### config.mk
export PLATFORM = sky130hd
export DESIGN_NAME = slsu_flat
export DESIGN_NICKNAME = d
export VERILOG_FILES = /design/src/rtl/slsu_if.sv /design/src/rtl/slsu.sv /design/src/flat_wrapper.sv
export SDC_FILE = /design/constraint.sdc
export NUM_CORES = 1
export LEC_CHECK = 0
export ABC_CLOCK_PERIOD_IN_PS = 4850
export CORE_ASPECT_RATIO = 1.2
export CORE_MARGIN = 4
export CORE_UTILIZATION = 42
export DETAILED_ROUTE_END_ITERATION = 10
export PLACE_DENSITY = 0.81
export SETUP_SLACK_MARGIN = 0.4
export SLEW_MARGIN = 20
export SYNTH_ARGS = -nofsm -noshare
export SYNTH_HDL_FRONTEND = slang
export SYNTH_SLANG_ARGS = --single-unit
### constraint.sdc
create_clock -name clk -period 4.85 [get_ports clk]
set_clock_uncertainty 0.2 [all_clocks]
set_input_delay 0.97 -clock clk [delete_from_list [all_inputs] [get_ports clk]]
set_output_delay 0.97 -clock clk [all_outputs]
set_load 0.1 [all_outputs]
### src/rtl/slsu_if.sv
// Request, data-memory and response signal bundle for the load/store unit.
// The slave modport is the unit's view; master is the requester/memory side.
interface slsu_if #(
  parameter int unsigned DATA_WIDTH = 32
);
  logic                  req_valid_i;
  logic                  req_ready_o;
  logic                  req_write_i;
  logic [1:0]            req_size_i;
  logic                  req_unsigned_i;
  logic [DATA_WIDTH-1:0] req_addr_i;
  logic [DATA_WIDTH-1:0] req_wdata_i;
  logic [4:0]            req_rd_i;

  logic                  mem_read_o;
  logic                  mem_write_o;
  logic [1:0]            mem_size_o;
  logic [DATA_WIDTH-1:0] mem_addr_o;
  logic [DATA_WIDTH-1:0] mem_wdata_o;
  logic [DATA_WIDTH-1:0] mem_rdata_i;

  logic                  rsp_valid_o;
  logic                  rsp_ready_i;
  logic [DATA_WIDTH-1:0] rsp_data_o;
  logic [4:0]            rsp_rd_o;
  logic                  rsp_err_o;

  modport slave (
    input  req_valid_i, req_write_i, req_size_i, req_unsigned_i,
    input  req_addr_i, req_wdata_i, req_rd_i,
    input  mem_rdata_i, rsp_ready_i,
    output req_ready_o,
    output mem_read_o, mem_write_o, mem_size_o, mem_addr_o, mem_wdata_o,
    output rsp_valid_o, rsp_data_o, rsp_rd_o, rsp_err_o
  );

  modport master (
    output req_valid_i, req_write_i, req_size_i, req_unsigned_i,
    output req_addr_i, req_wdata_i, req_rd_i,
    output mem_rdata_i, rsp_ready_i,
    input  req_ready_o,
    input  mem_read_o, mem_write_o, mem_size_o, mem_addr_o, mem_wdata_o,
    input  rsp_valid_o, rsp_data_o, rsp_rd_o, rsp_err_o
  );
endinterface

### src/rtl/slsu.sv
// Single-issue load/store unit: accepts one request, checks alignment/bounds,
// performs one memory access and returns an extended load result or a fault.
module slsu #(
  parameter int unsigned DATA_WIDTH = 32,
  parameter int unsigned MEM_SIZE   = 1024
) (
  input logic   clk,
  input logic   rst,
  slsu_if.slave bus
);

  localparam int unsigned RD_W   = 5;
  localparam int unsigned SIZE_W = 2;
  localparam logic [DATA_WIDTH-1:0] ADDR_LIMIT = DATA_WIDTH'(MEM_SIZE - 3);

  typedef enum logic [1:0] {
    IDLE   = 2'd0,
    ACCESS = 2'd1,
    RESP   = 2'd2
  } state_t;

  state_t                state;
  logic                  write_q;
  logic                  unsigned_q;
  logic [SIZE_W-1:0]     size_q;
  logic [DATA_WIDTH-1:0] addr_q;
  logic [DATA_WIDTH-1:0] wdata_q;
  logic [RD_W-1:0]       rd_q;
  logic                  ready_q;
  logic                  mem_read_q;
  logic                  mem_write_q;
  logic                  rsp_valid_q;
  logic                  rsp_err_q;
  logic [DATA_WIDTH-1:0] rsp_data_q;

  logic                  fault_c;
  logic [DATA_WIDTH-1:0] load_ext_c;

  // Misalignment for the requested size, or any access reaching past the top word.
  always_comb begin
    fault_c = 1'b0;
    if (bus.req_addr_i >= ADDR_LIMIT) begin
      fault_c = 1'b1;
    end
    case (bus.req_size_i)
      2'b00:   ;
      2'b01:   if (bus.req_addr_i[0]) fault_c = 1'b1;
      default: if (bus.req_addr_i[1:0] != 2'b00) fault_c = 1'b1;
    endcase
  end

  // Memory-side extension is ignored; the low bytes are re-extended here.
  always_comb begin
    load_ext_c = bus.mem_rdata_i;
    case (size_q)
      2'b00: begin
        if (unsigned_q) load_ext_c = DATA_WIDTH'(bus.mem_rdata_i[7:0]);
        else            load_ext_c = {{(DATA_WIDTH-8){bus.mem_rdata_i[7]}}, bus.mem_rdata_i[7:0]};
      end
      2'b01: begin
        if (unsigned_q) load_ext_c = DATA_WIDTH'(bus.mem_rdata_i[15:0]);
        else            load_ext_c = {{(DATA_WIDTH-16){bus.mem_rdata_i[15]}}, bus.mem_rdata_i[15:0]};
      end
      default: load_ext_c = bus.mem_rdata_i;
    endcase
  end

  // Async reset clears the strobe flops immediately, so a reset mid-ACCESS
  // cannot let a write land at the following edge.
  always_ff @(posedge clk or posedge rst) begin
    if (rst) begin
      state       <= IDLE;
      write_q     <= 1'b0;
      unsigned_q  <= 1'b0;
      size_q      <= '0;
      addr_q      <= '0;
      wdata_q     <= '0;
      rd_q        <= '0;
      ready_q     <= 1'b1;
      mem_read_q  <= 1'b0;
      mem_write_q <= 1'b0;
      rsp_valid_q <= 1'b0;
      rsp_err_q   <= 1'b0;
      rsp_data_q  <= '0;
    end else begin
      case (state)
        IDLE: begin
          if (bus.req_valid_i && ready_q) begin
            write_q    <= bus.req_write_i;
            unsigned_q <= bus.req_unsigned_i;
            size_q     <= bus.req_size_i;
            addr_q     <= bus.req_addr_i;
            wdata_q    <= bus.req_wdata_i;
            rd_q       <= bus.req_rd_i;
            ready_q    <= 1'b0;
            if (fault_c) begin
              state       <= RESP;
              rsp_valid_q <= 1'b1;
              rsp_err_q   <= 1'b1;
              rsp_data_q  <= '0;
            end else begin
              state       <= ACCESS;
              mem_read_q  <= ~bus.req_write_i;
              mem_write_q <= bus.req_write_i;
            end
          end
        end
        ACCESS: begin
          state       <= RESP;
          mem_read_q  <= 1'b0;
          mem_write_q <= 1'b0;
          rsp_valid_q <= 1'b1;
          rsp_err_q   <= 1'b0;
          rsp_data_q  <= write_q ? '0 : load_ext_c;
        end
        RESP: begin
          if (bus.rsp_ready_i) begin
            state       <= IDLE;
            ready_q     <= 1'b1;
            rsp_valid_q <= 1'b0;
            rsp_err_q   <= 1'b0;
            rsp_data_q  <= '0;
          end
        end
        default: begin
          state       <= IDLE;
          ready_q     <= 1'b1;
          mem_read_q  <= 1'b0;
          mem_write_q <= 1'b0;
          rsp_valid_q <= 1'b0;
          rsp_err_q   <= 1'b0;
          rsp_data_q  <= '0;
        end
      endcase
    end
  end

  assign bus.req_ready_o = ready_q;
  assign bus.mem_read_o  = mem_read_q;
  assign bus.mem_write_o = mem_write_q;
  assign bus.mem_size_o  = size_q;
  assign bus.mem_addr_o  = addr_q;
  assign bus.mem_wdata_o = wdata_q;
  assign bus.rsp_valid_o = rsp_valid_q;
  assign bus.rsp_data_o  = rsp_data_q;
  assign bus.rsp_rd_o    = rd_q;
  assign bus.rsp_err_o   = rsp_err_q;

endmodule

### src/flat_wrapper.sv
// flat-port wrapper written by rule: the top's interface ports become plain ports
module slsu_flat 
#(
  parameter int unsigned DATA_WIDTH = 32,
  parameter int unsigned MEM_SIZE   = 1024
)
  (clk, rst, bus_req_valid_i, bus_req_write_i, bus_req_size_i, bus_req_unsigned_i, bus_req_addr_i, bus_req_wdata_i, bus_req_rd_i, bus_mem_rdata_i, bus_rsp_ready_i, bus_req_ready_o, bus_mem_read_o, bus_mem_write_o, bus_mem_size_o, bus_mem_addr_o, bus_mem_wdata_o, bus_rsp_valid_o, bus_rsp_data_o, bus_rsp_rd_o, bus_rsp_err_o);
  slsu_if #(.DATA_WIDTH(DATA_WIDTH)) bus_i ();
  input logic clk;
  input logic rst;
  input wire logic [$bits(bus_i.req_valid_i)-1:0] bus_req_valid_i;
  input wire logic [$bits(bus_i.req_write_i)-1:0] bus_req_write_i;
  input wire logic [$bits(bus_i.req_size_i)-1:0] bus_req_size_i;
  input wire logic [$bits(bus_i.req_unsigned_i)-1:0] bus_req_unsigned_i;
  input wire logic [$bits(bus_i.req_addr_i)-1:0] bus_req_addr_i;
  input wire logic [$bits(bus_i.req_wdata_i)-1:0] bus_req_wdata_i;
  input wire logic [$bits(bus_i.req_rd_i)-1:0] bus_req_rd_i;
  input wire logic [$bits(bus_i.mem_rdata_i)-1:0] bus_mem_rdata_i;
  input wire logic [$bits(bus_i.rsp_ready_i)-1:0] bus_rsp_ready_i;
  output wire logic [$bits(bus_i.req_ready_o)-1:0] bus_req_ready_o;
  output wire logic [$bits(bus_i.mem_read_o)-1:0] bus_mem_read_o;
  output wire logic [$bits(bus_i.mem_write_o)-1:0] bus_mem_write_o;
  output wire logic [$bits(bus_i.mem_size_o)-1:0] bus_mem_size_o;
  output wire logic [$bits(bus_i.mem_addr_o)-1:0] bus_mem_addr_o;
  output wire logic [$bits(bus_i.mem_wdata_o)-1:0] bus_mem_wdata_o;
  output wire logic [$bits(bus_i.rsp_valid_o)-1:0] bus_rsp_valid_o;
  output wire logic [$bits(bus_i.rsp_data_o)-1:0] bus_rsp_data_o;
  output wire logic [$bits(bus_i.rsp_rd_o)-1:0] bus_rsp_rd_o;
  output wire logic [$bits(bus_i.rsp_err_o)-1:0] bus_rsp_err_o;
  assign bus_i.req_valid_i = bus_req_valid_i;
  assign bus_i.req_write_i = bus_req_write_i;
  assign bus_i.req_size_i = bus_req_size_i;
  assign bus_i.req_unsigned_i = bus_req_unsigned_i;
  assign bus_i.req_addr_i = bus_req_addr_i;
  assign bus_i.req_wdata_i = bus_req_wdata_i;
  assign bus_i.req_rd_i = bus_req_rd_i;
  assign bus_i.mem_rdata_i = bus_mem_rdata_i;
  assign bus_i.rsp_ready_i = bus_rsp_ready_i;
  assign bus_req_ready_o = bus_i.req_ready_o;
  assign bus_mem_read_o = bus_i.mem_read_o;
  assign bus_mem_write_o = bus_i.mem_write_o;
  assign bus_mem_size_o = bus_i.mem_size_o;
  assign bus_mem_addr_o = bus_i.mem_addr_o;
  assign bus_mem_wdata_o = bus_i.mem_wdata_o;
  assign bus_rsp_valid_o = bus_i.rsp_valid_o;
  assign bus_rsp_data_o = bus_i.rsp_data_o;
  assign bus_rsp_rd_o = bus_i.rsp_rd_o;
  assign bus_rsp_err_o = bus_i.rsp_err_o;
  slsu #(.DATA_WIDTH(DATA_WIDTH), .MEM_SIZE(MEM_SIZE)) u_core (.clk(clk), .rst(rst), .bus(bus_i));
endmodule
==> results list, run 1 <==
- Data arrival, critical path: 2.49 ns
* WP buf/inv: 1
- Post-route clock period utilization: 0.7555
- Delay-heaviest family, CP: buffers and inverters
- Share of post-route cells with drive strength above 1: 0.1747
* Setup repair after global routing missed its margin: false
- Status: finished, final reports clean
* Series of cell instances along the critical path: clkdlybuf4s50_1
- Area share of xor/xnor cells in the synthesized design: 0
- Latest clock arrival within the worst-skew pair: 0.34 ns
- Antenna violations before repair: 0
- VDD sags by at most 0.2076 mV.
- Cell accounting for the most synthesized area: dfrtp_1
* Cts bufs inserted: 9
- The count of pins over their slew limit was 0.
* Final critical delay including setup and external delays: 3.664 ns
- Category of the worst setup path launch point: flop
- Routability congestion estimate: 0.7832
- In this run, distinct cell masters in the synthesized netlist total 33.
- Hold Path Class: flop to flop
- Number of input and output port buffers inserted: 216
* Total of warnings raised by yosys: 0
* Most frequent standard cell in the layout excluding fill and tap cells: clkdlybuf4s50_1
* Most frequent cells in the layout: clkdlybuf4s50_1, dfrtp_1, mux2_2
- The cell sitting at the root of the clock tree is a clkbuf_16.
- Core area: 11140 um^2
- For this run, the top clock speed supported by timing is 272.9 MHz.
* Half-perimeter wire length after placement: 10770 um
- Setup CP Type: flop to primary output
- CP Data Required Time: 3.68 ns
- Part of the power in combinational logic: 0.090
* Register share of total power: 0.524
- Synth Register Bits: 112
- Power, Total: 0.001793 W
- Share of the synthesized area in the top cell type: 0.5728
- Summed over all failing endpoints, the final setup total negative slack is 0 ns.
- Averaged over all synthesized cells, the footprint is 12.28 um^2.
- Switching Fraction: 0.2342
* Actual transition at the worst max-transition pin: 1.028 ns
- The clock passes through at most 2 buffers.
- Total leakage power: 3.286 nW
- The die covers 13340 um^2.
- Number of hold buffers added after cts: 0
- Setup violations remaining at the end of the flow were counted as 0.
* Maximum Capacitance Violations: 0
- Of the post-synthesis cell area, the part taken by muxes is 0.1760.
- Synthesis-to-finish area growth: 52.66%
- Post-CTS Setup Bufs: 0
- Simple-gate share of the synthesized area: 0.1308
* Synthesized instance count: 395
- The slowest stage of the critical path belongs to the cell clkdlybuf4s50_1.
* Largest net degree at the start of global routing: 70
- The first global-routing pass estimated 22590 um of wire.
- The initialized floorplan defines 42 standard-cell rows.
- Mapped Nets: 504
* Number of global-route vias before repair: 4319
* Drt first-iter violations: 156
- Post-route DRC violation count: 0
- Stage delay of the slowest cell on the critical path: 1.27 ns
- Area fraction in compound gates after synthesis: 0.08075
- In this run the count of I/O pins placed on the die edge is 217.
* Dominant combinational cell family by area after synthesis: multiplexers
- Of the total synthesized cell area, the portion taken by full adders, half adders and majority gates is 0.
* GRT Resource Usage Total: 0.2148
* Power per cell area: 242.2 nW/um^2
- Setup crit end kind: primary output
- For this configuration, the core starts out at a cell density of 0.4353.
- Dividing the detail-routed via count by the number of cells gives 5.371.
- After the last flow step, the layout net total stands at 705.
- Antenna Nets Post-Route: 0
- Net switching power of the design: 0.0004200 W
- TritonCTS clock tree: yes
- Clock-pin slew of the registers on the worst-case setup and hold paths: 0.08 ns
- The share of the Yosys chip area taken by registers is 0.5782.
* Summed instance area of the synthesized netlist: 4850 um^2
* Final Hold Vio Count: 0
- Router iterations before antenna repair: 4
- The repair_antennas step left the layout with diodes totalling 0.
- Die Span X: 106.1 um
- After clock tree synthesis, the repair step resized 0 gates.
- Wire length after detailed routing: 14450 um
- Total gr overflow: 0
* Relative max-transition margin: 0.3127
- DR vias: 4055
- In this run the worst path has a maximum fanout of 28.
- WL/cell: 19.13 um
- Vertical die dimension: 125.7 um
- For this design, the sink count on the clock tree is 112.
- Share of total power in the clock network: 0.386
- H-Tree Depth: 3
- Cell Int Power: 0.001373 W
* Synth area leaders: dfrtp_1, mux2_2, nand4_1
-- power by group through the flow --
stage / Sequential [W] / Clock [W] / Combinational, W
5_1_grt: 0.000940 / 0.000746 / 0.000172
6_report: 0.000940 / 0.000692 / 0.000161
4_1_cts: 0.000939 / 0.000710 / 0.000163
3_5_place_dp: 0.000958 / 0 / 0.000162
2_1_floorplan: 0.000983 / 0 / 0.0000254
3_3_place_gp: 0.000958 / 0 / 0.000160
-- state kept, by name (all words and copies together), names as in the netlist, 2 cells and up --
register / cells
u_core.bus.mem_addr_o: 32
u_core.bus.mem_size_o: 2
u_core.bus.mem_wdata_o: 32
u_core.bus.rsp_data_o: 32
u_core.bus.rsp_rd_o: 5
u_core.state: 2
-- cell usage after synthesis (all sizes together) --
master,count
dfrtp,111
mux2,74
nand4,35
nand2,33
buf,22
a21oi,19
nand2b,19
a32oi,16
o21ai,12
clkbuf,11
a22oi,8
nor2,6
nor4,5
and4,3
nor2b,3
a211oi,2
and2,2
and3,2
mux2i,2
and3b,1
dfstp,1
inv,1
nand3b,1
nor3,1
o21bai,1
o311ai,1
or3,1
or3b,1
or4b,1
-- stage by stage --
| step | hold slack, ns | worst slack [ns] | cells | utilization | instance area [um^2] |
|---|---|---|---|---|---|
| after global routing | 0.3203 | 1.079 | 755 | 0.6645 | 7403 |
| after detailed placement | 0.2954 | 1.425 | 739 | 0.6395 | 7124 |
| after global placement | 0.2890 | 1.537 | 739 | 0.6395 | 7124 |
| after floorplan | 0.2964 | 0.7227 | 395 | - | 4850 |
| after CTS | 0.3124 | 1.171 | 755 | 0.6641 | 7398 |
| final | 0.3075 | 1.186 | 755 | 0.6645 | 7403 |
-- metal layers --
| layer | GRT usage | wire [um] |
|---|---|---|
| met5 | 0 | 0 |
| met4 | 0.05412 | 180 |
| met3 | 0.1223 | 1978 |
| met2 | 0.3536 | 6878 |
| met1 | 0.2414 | 5408 |
-- area by class of cell --
type                       instances  area (um^2)
fill                             836         3737
sequential                       112         2804
timing repair buffer             223         2227
multi-input combinational        249         1899
clock buffer                       9        225.2
tap                              154        192.7
clock inverter                     7        48.80
inverter                           1        6.256
-- logic make-up (layout without fill, tap and decap cells) --
family / after synthesis / count (layout)
multiplexers: 76 / 76
AO/OA/AOI/OAI: 59 / 59
flip-flops: 112 / 112
AND/OR/NAND/NOR: 114 / 114
buffers and inverters: 34 / 240
-- final timing paths --
check,from,to,slack (ns),cells past startpoint
min in group asynchronous,rst,u_core.bus.rsp_data_o[18],0.95,2
hold / removal,u_core.bus.mem_addr_o[29],u_core.bus.mem_addr_o[29],0.31,1
setup / recovery,u_core.bus.mem_size_o[1],bus_mem_size_o[1],1.19,1
max in group asynchronous,rst,u_core.bus.mem_addr_o[9],2.60,3
setup reg to reg,u_core.state[1],u_core.bus.mem_addr_o[5],2.62,4
hold reg to reg,u_core.bus.mem_addr_o[29],u_core.bus.mem_addr_o[29],0.31,1
Note: power is estimated with default switching activity, not from simulation.
==> run 2, diff against run 1 <==
- ABC_CLOCK_PERIOD_IN_PS: 4850 -> 3750
- clock period: 4.85 -> 3.75 ns (I/O delays scaled with it)
==> run 2 against run 1 <==
Utilization up 0.24 points. Sequential share of layout area fell by 0.13 points. Register-to-register slack got worse by 1.1 ns. Worst hold slack about the same. Clock power is 39% higher. Setup slack worse by 0.29 ns. Sequential cell count is the same. Non-clock buffer count up 3. Global-route usage grew 0.23 points. Via count is 0.64% lower. Largest cell class unchanged.
==> results list, run 2 (synthesis gave the netlist of run 1 again) <==
* Antenna violations before repair: 0
- Pre-CTS worst setup slack: 0.8376 ns
* CTS root buf: clkbuf_16
* Die Span X: 106.1 um
- Wire length after detailed routing: 14250 um
- Setup crit end kind: primary output
* Total Nets Final: 708
- The longest clock path from root to sink contains 2 buffers.
* Number of top-level pins: 217
- Synthesis-to-finish area growth: 53.20%
* Total leakage power: 3.346 nW
- Status: finished, final reports clean
- Post-CTS Setup Bufs: 0
- The die covers 13340 um^2.
* Post-route clock period utilization: 0.7625
* Largest fanout on the critical path: 3
- The count of pins over their slew limit came to 0.
- GRT Resource Usage Total: 0.2172
- Data arrival, critical path: 1.91 ns
- H-Tree Depth: 3
* Half-perimeter wire length after placement: 10940 um
* Worst supply voltage drop on vdd: 0.2339 mV
* Final std cell area, no fill: 7430 um^2
- Minimum hold slack: 0.3070 ns
* Maximum Capacitance Violations: 0
- Delay-heaviest family, CP: buffers and inverters
- Once placement finished, the instance area stood at 7126 um^2.
- Clock-pin slew of the registers on the worst-case setup and hold paths: 0.07 ns
- The floorplan has 42 rows.
- Drt first-iter violations: 189
- Total gr overflow: 0
* Largest net degree at the start of global routing: 68
- WL/cell: 18.80 um
- TritonCTS clock tree: yes
- Vertical die dimension: 125.7 um
- Leaving out fill and tap cells, the most frequent cells in the layout are clkdlybuf4s50_1, dfrtp_1, mux2_2.
- Final number of setup-violating endpoints: 0
- Setup repair after global routing left no endpoint under its margin.
- The largest individual stage delay along the critical path comes from the cell clkdlybuf4s50_1.
- The detail route stage leaves a number of antenna-violating nets equal to 0.
- Hold Path Class: flop to flop
* Latest clock arrival within the worst-skew pair: 0.34 ns
- Routability congestion estimate: 0.8360
* Setup total negative slack: 0 ns
* Relative max-transition margin: 0.3025
- For this run, the share of the core covered by cells in the final layout is 0.6669.
- Power per cell area: 321.3 nW/um^2
- The library cell used most frequently in the layout, excluding fill and tap cells, is clkdlybuf4s50_1.
- CP Data Required Time: 2.80 ns
- Summing over every cut layer, the via total after detailed routing is 4029.
- The number of global-route vias before repair was 4403.
- In this run the tool buffered the top-level ports with 216 buffer cells.
- Static timing analysis puts the maximum clock frequency at 349.7 MHz.
- 0 antenna diodes ended up in the layout.
- Final Hold Vio Count: 0
- The floorplan step defined a core boundary enclosing 11140 um^2.
- For this design, the sink count on the clock tree is 112.
- For the pin with the worst max-slew slack, the measured transition is 1.043 ns.
- First-pass GRT wire length: 23180 um
* Number of hold buffers added after cts: 0
* Share of post-route cells with drive strength above 1: 0.1987
- Counting both buffers and inverters, the worst setup path holds a total of 1.
* Effective utilization at floorplan: 0.4353
- Number of vias per cell after detailed routing: 5.315
* Final critical delay including setup and external delays: 2.859 ns
- On the worst path, the slowest cell contributes a delay of 1.16 ns.
- Router iterations before antenna repair: 5
* Final Worst Setup Slack: 0.8906 ns
- Series of cell instances along the critical path: clkdlybuf4s50_1
- Post-route DRC violation count: 0
- The worst setup path is launched from a flop.
- By startpoint and endpoint, the worst setup path is classified as flop to primary output.
- Cts bufs inserted: 9
- Number of cells upsized or downsized after cts: 0
## run 2: cell types whose count changed in the layout (fill, tap and decap cells not counted)
cell,change
inv_4,-1
clkbuf_8,+1
buf_4,+16
clkinv_4,-1
clkinv_2,-1
bufinv_16,+1
clkbuf_1,+1
and4_2,-1
clkdlybuf4s50_1,-14
and4_1,+1
buf_12,+1
## run 2: layout make-up
| class | instances | area, um^2 |
|---|---|---|
| Multi-Input combinational cell | 249 | 1898 |
| Sequential cell | 112 | 2804 |
| Inverter | 1 | 7.507 |
| Timing Repair Buffer | 226 | 2227 |
| Fill cell | 841 | 3711 |
| Tap cell | 154 | 192.7 |
| Clock buffer | 11 | 242.7 |
| Clock inverter | 5 | 57.56 |
## run 2: routing by layer
layer | wire length (um) | vias to the layer above | track usage
met1 | 5264 | 1927 | 0.2546
met4 | 268 | 0 | 0.06555
met5 | 0 | - | 0
met3 | 1618 | 19 | 0.08905
li1 | - | 1865 | -
met2 | 7095 | 218 | 0.3656
## run 2: worst register-to-register path: cells and delay by family, from the launching register on
| family | cells | cell delay [ns] |
|---|---|---|
| simple gates | 2 | 0.61 |
| flops | 1 | 0.48 |
| mux | 1 | 0.45 |
| buf+inv | 1 | 0.35 |
## run 2: final timing paths
| kind | from | to | slack (ns) | depth (start not counted) |
|---|---|---|---|---|
| max reg2reg | u_core.state[1] | u_core.bus.mem_addr_o[21] | 1.55 | 4 |
| min in group asynchronous | rst | u_core.bus.rsp_data_o[18] | 0.67 | 2 |
| min reg2reg | u_core.bus.mem_wdata_o[24] | u_core.bus.mem_wdata_o[24] | 0.31 | 1 |
| max | u_core.bus.rsp_data_o[13] | bus_rsp_data_o[13] | 0.89 | 1 |
| max in group asynchronous | rst | u_core.bus.req_ready_o | 1.76 | 3 |
| min | u_core.bus.mem_wdata_o[24] | u_core.bus.mem_wdata_o[24] | 0.31 | 1 |
## run 2: report_power, final
group,internal (W),total (W),switching [W]
registers,0.00121,0.00122,0.00000421
clock network,0.000536,0.000962,0.000426
logic,0.000116,0.000209,0.0000926
total,0.00186,0.00239,0.000523
## run 2: per-stage QoR
stage,total power (W),cells
6_report,0.002387,758
5_1_grt,0.002483,758
4_1_cts,0.002412,758
3_5_place_dp,0.001450,742
3_3_place_gp,0.001447,742
2_1_floorplan,0.001304,395
==> run 3, diff against run 2 <==
- ABC_CLOCK_PERIOD_IN_PS: 3750 -> 3000
- clock period: 3.75 -> 3 ns (I/O delays scaled with it)
==> run 3 against run 2 <==
Non-clock buffer count increased by 1. Critical path depth is 4 higher. Utilization decreased by 2.3 points. Total power increased by 21%. Die area is the same. Count of clock-buffer cells in the layout rose by 2. Combinational power rose by 23%. Largest cell class unchanged. Largest power group unchanged. Sequential power increased by 25%. Critical path type is now input port to flop.
==> results list, run 3 (synthesis gave the netlist of run 1 again) <==
- In this run the core area contains 42 standard-cell rows.
- The library cell used most frequently in the layout, excluding fill and tap cells, is buf_4.
- The worst setup path is of the input port to flop kind.
- Across the VDD grid, the largest voltage drop is 0.3230 mV.
* Setup repair after global routing missed its margin: false
- Across the run, the number of max-cap violations was 0.
- In the final layout, the share of cells above drive strength 1 is 0.3521.
* Die Span X: 106.1 um
- The initial antenna violation count is 1.
* Final critical delay including setup and external delays: 2.260 ns
* Number of hold buffers added after cts: 0
- TritonCTS built the clock tree.
- Post-CTS repair changed the size of 0 cells.
* Effective utilization at floorplan: 0.4353
* Number of top-level pins: 217
- The count of pins over their slew limit was 0.
* CTS max path bufs: 2
- Post-route clock period utilization: 0.7533
- Status: finished, final reports clean
- Summed over all cells, the static leakage comes to 3.526 nW.
- The number of global-route vias before repair is 4328.
* Minimum hold slack: 0.3086 ns
- Fill count: 883
- Hold Path Class: flop to flop
* Setup crit end kind: flop
* Router iterations before antenna repair: 4
- In this run the number of H-tree levels came out at 3.
- Core area: 11140 um^2
- Using the TritonRoute via totals, the vias-per-cell ratio works out to 5.313.
- Data arrival, critical path: 2.28 ns
* Multi-input logic area: 1898 um^2
* Power per cell area: 401.9 nW/um^2
* Cts bufs inserted: 9
* Wire length after detailed routing: 14090 um
- Across all layers, the routed design uses 4038 vias.
* WL/cell: 18.54 um
* Synthesis-to-finish area growth: 47.88%
* Antenna Nets Post-Route: 0
- Category of the worst setup path launch point: input port
- Total gr overflow: 0
- The worst pin sits at a relative slew slack of 0.5863.
* Drt first-iter violations: 164
- For this design, the sink count on the clock tree is 112.
* GRT Resource Usage Total: 0.2103
* Post-CTS Setup Bufs: 0
* Post-route DRC violation count: 0
- Port buffering added 216 buffers.
- Detailed placement finished with a half-perimeter wire length of 10580 um.
- The library cells used most frequently in the layout, excluding fill and tap cells, are buf_4, dfrtp_1, clkdlybuf4s50_1.
- CTS root buf: clkbuf_16
- Final Hold Vio Count: 0
- At the pin with the least slew margin, the transition time is 0.6202 ns.
- The sequential cells in the finished layout cover a total of 2804 um^2.
- First-pass GRT wire length: 22460 um
- Entering global routing, the biggest net connects 84 pins.
- The net count of the finished layout is 709.
- The die covers 13340 um^2.
- Setup total negative slack on the finished layout was measured at 0 ns.
* Final number of setup-violating endpoints: 0
- Latest clock arrival within the worst-skew pair: 0.34 ns
- Data on the critical path is required at its endpoint by 3.02 ns.
- The congestion estimate from routability-driven global placement came to 0.7669.
- From bottom edge to top edge, the die measures 125.7 um.
* Clock-pin slew of the registers on the worst-case setup and hold paths: 0.07 ns
- Static timing analysis puts the maximum clock frequency at 442.5 MHz.
- Largest fanout on the critical path: 3
run 3: changes by cell type in the layout (fill, tap and decap cells not counted):
cell,previous run,this run
clkinv_2,1,2
clkdlybuf4s50_1,202,108
bufinv_16,1,0
clkbuf_1,1,3
clkinvlp_4,4,2
diode_2,0,1
buf_4,22,117
run 3: path summary, 6_finish.rpt:
check	from	end	slack (ns)	cells after the start
max	bus_req_addr_i[18]	u_core.bus.mem_read_o	0.74	5
min	u_core.bus.mem_wdata_o[31]	u_core.bus.mem_wdata_o[31]	0.31	1
max reg2reg	u_core.state[1]	u_core.bus.mem_addr_o[19]	0.94	4
min reg2reg	u_core.bus.mem_wdata_o[31]	u_core.bus.mem_wdata_o[31]	0.31	1
max in group asynchronous	rst	u_core.bus.req_ready_o	1.67	3
min in group asynchronous	rst	u_core.bus.rsp_data_o[18]	0.54	3
run 3: worst max-delay path, stage by stage:
cell and delay [ns]:
clkdlybuf4s50_1 0.43, nor4_1 0.41, and3_1 0.27, and4_4 0.24, mux2_2 0.33
run 3: cell type report:
cell class / instances / area share
inverters: 1 / 0.001047
clock inverters: 3 / 0.002442
well taps: 154 / 0.02687
repair buffers: 227 / 0.2788
flip-flops and latches: 112 / 0.3910
clock buffers: 13 / 0.03489
multi-input cells: 249 / 0.2647
diodes: 1 / 0.0003489
run 3: report_power, final:
group	internal, W	switching [W]	total, W
sequential	0.00151	0.00000519	0.00152
combinational	0.000144	0.000115	0.000258
clock	0.000585	0.000519	0.00110
total	0.00224	0.000639	0.00288
run 3: stage by stage:
step	setup slack (ns)	cells	total power [W]	area, um^2	utilization
floorplan	0.6861	395	0.001630	4853	-
global placement	0.3533	743	0.001804	6898	0.6192
detailed placement	0.3191	743	0.001808	6898	0.6192
CTS	0.6705	759	0.002913	7166	0.6432
global route	0.6387	760	0.003005	7172	0.6438
finish	0.7402	760	0.002882	7172	0.6438
run 3: routing by layer:
metal | vias to the layer above | track usage | share of wire
li1 | 1864 | - | -
met1 | 1968 | 0.2341 | 0.37
met2 | 188 | 0.3592 | 0.50
met3 | 18 | 0.08495 | 0.11
met4 | 0 | 0.08308 | 0.021
met5 | - | 0 | 0
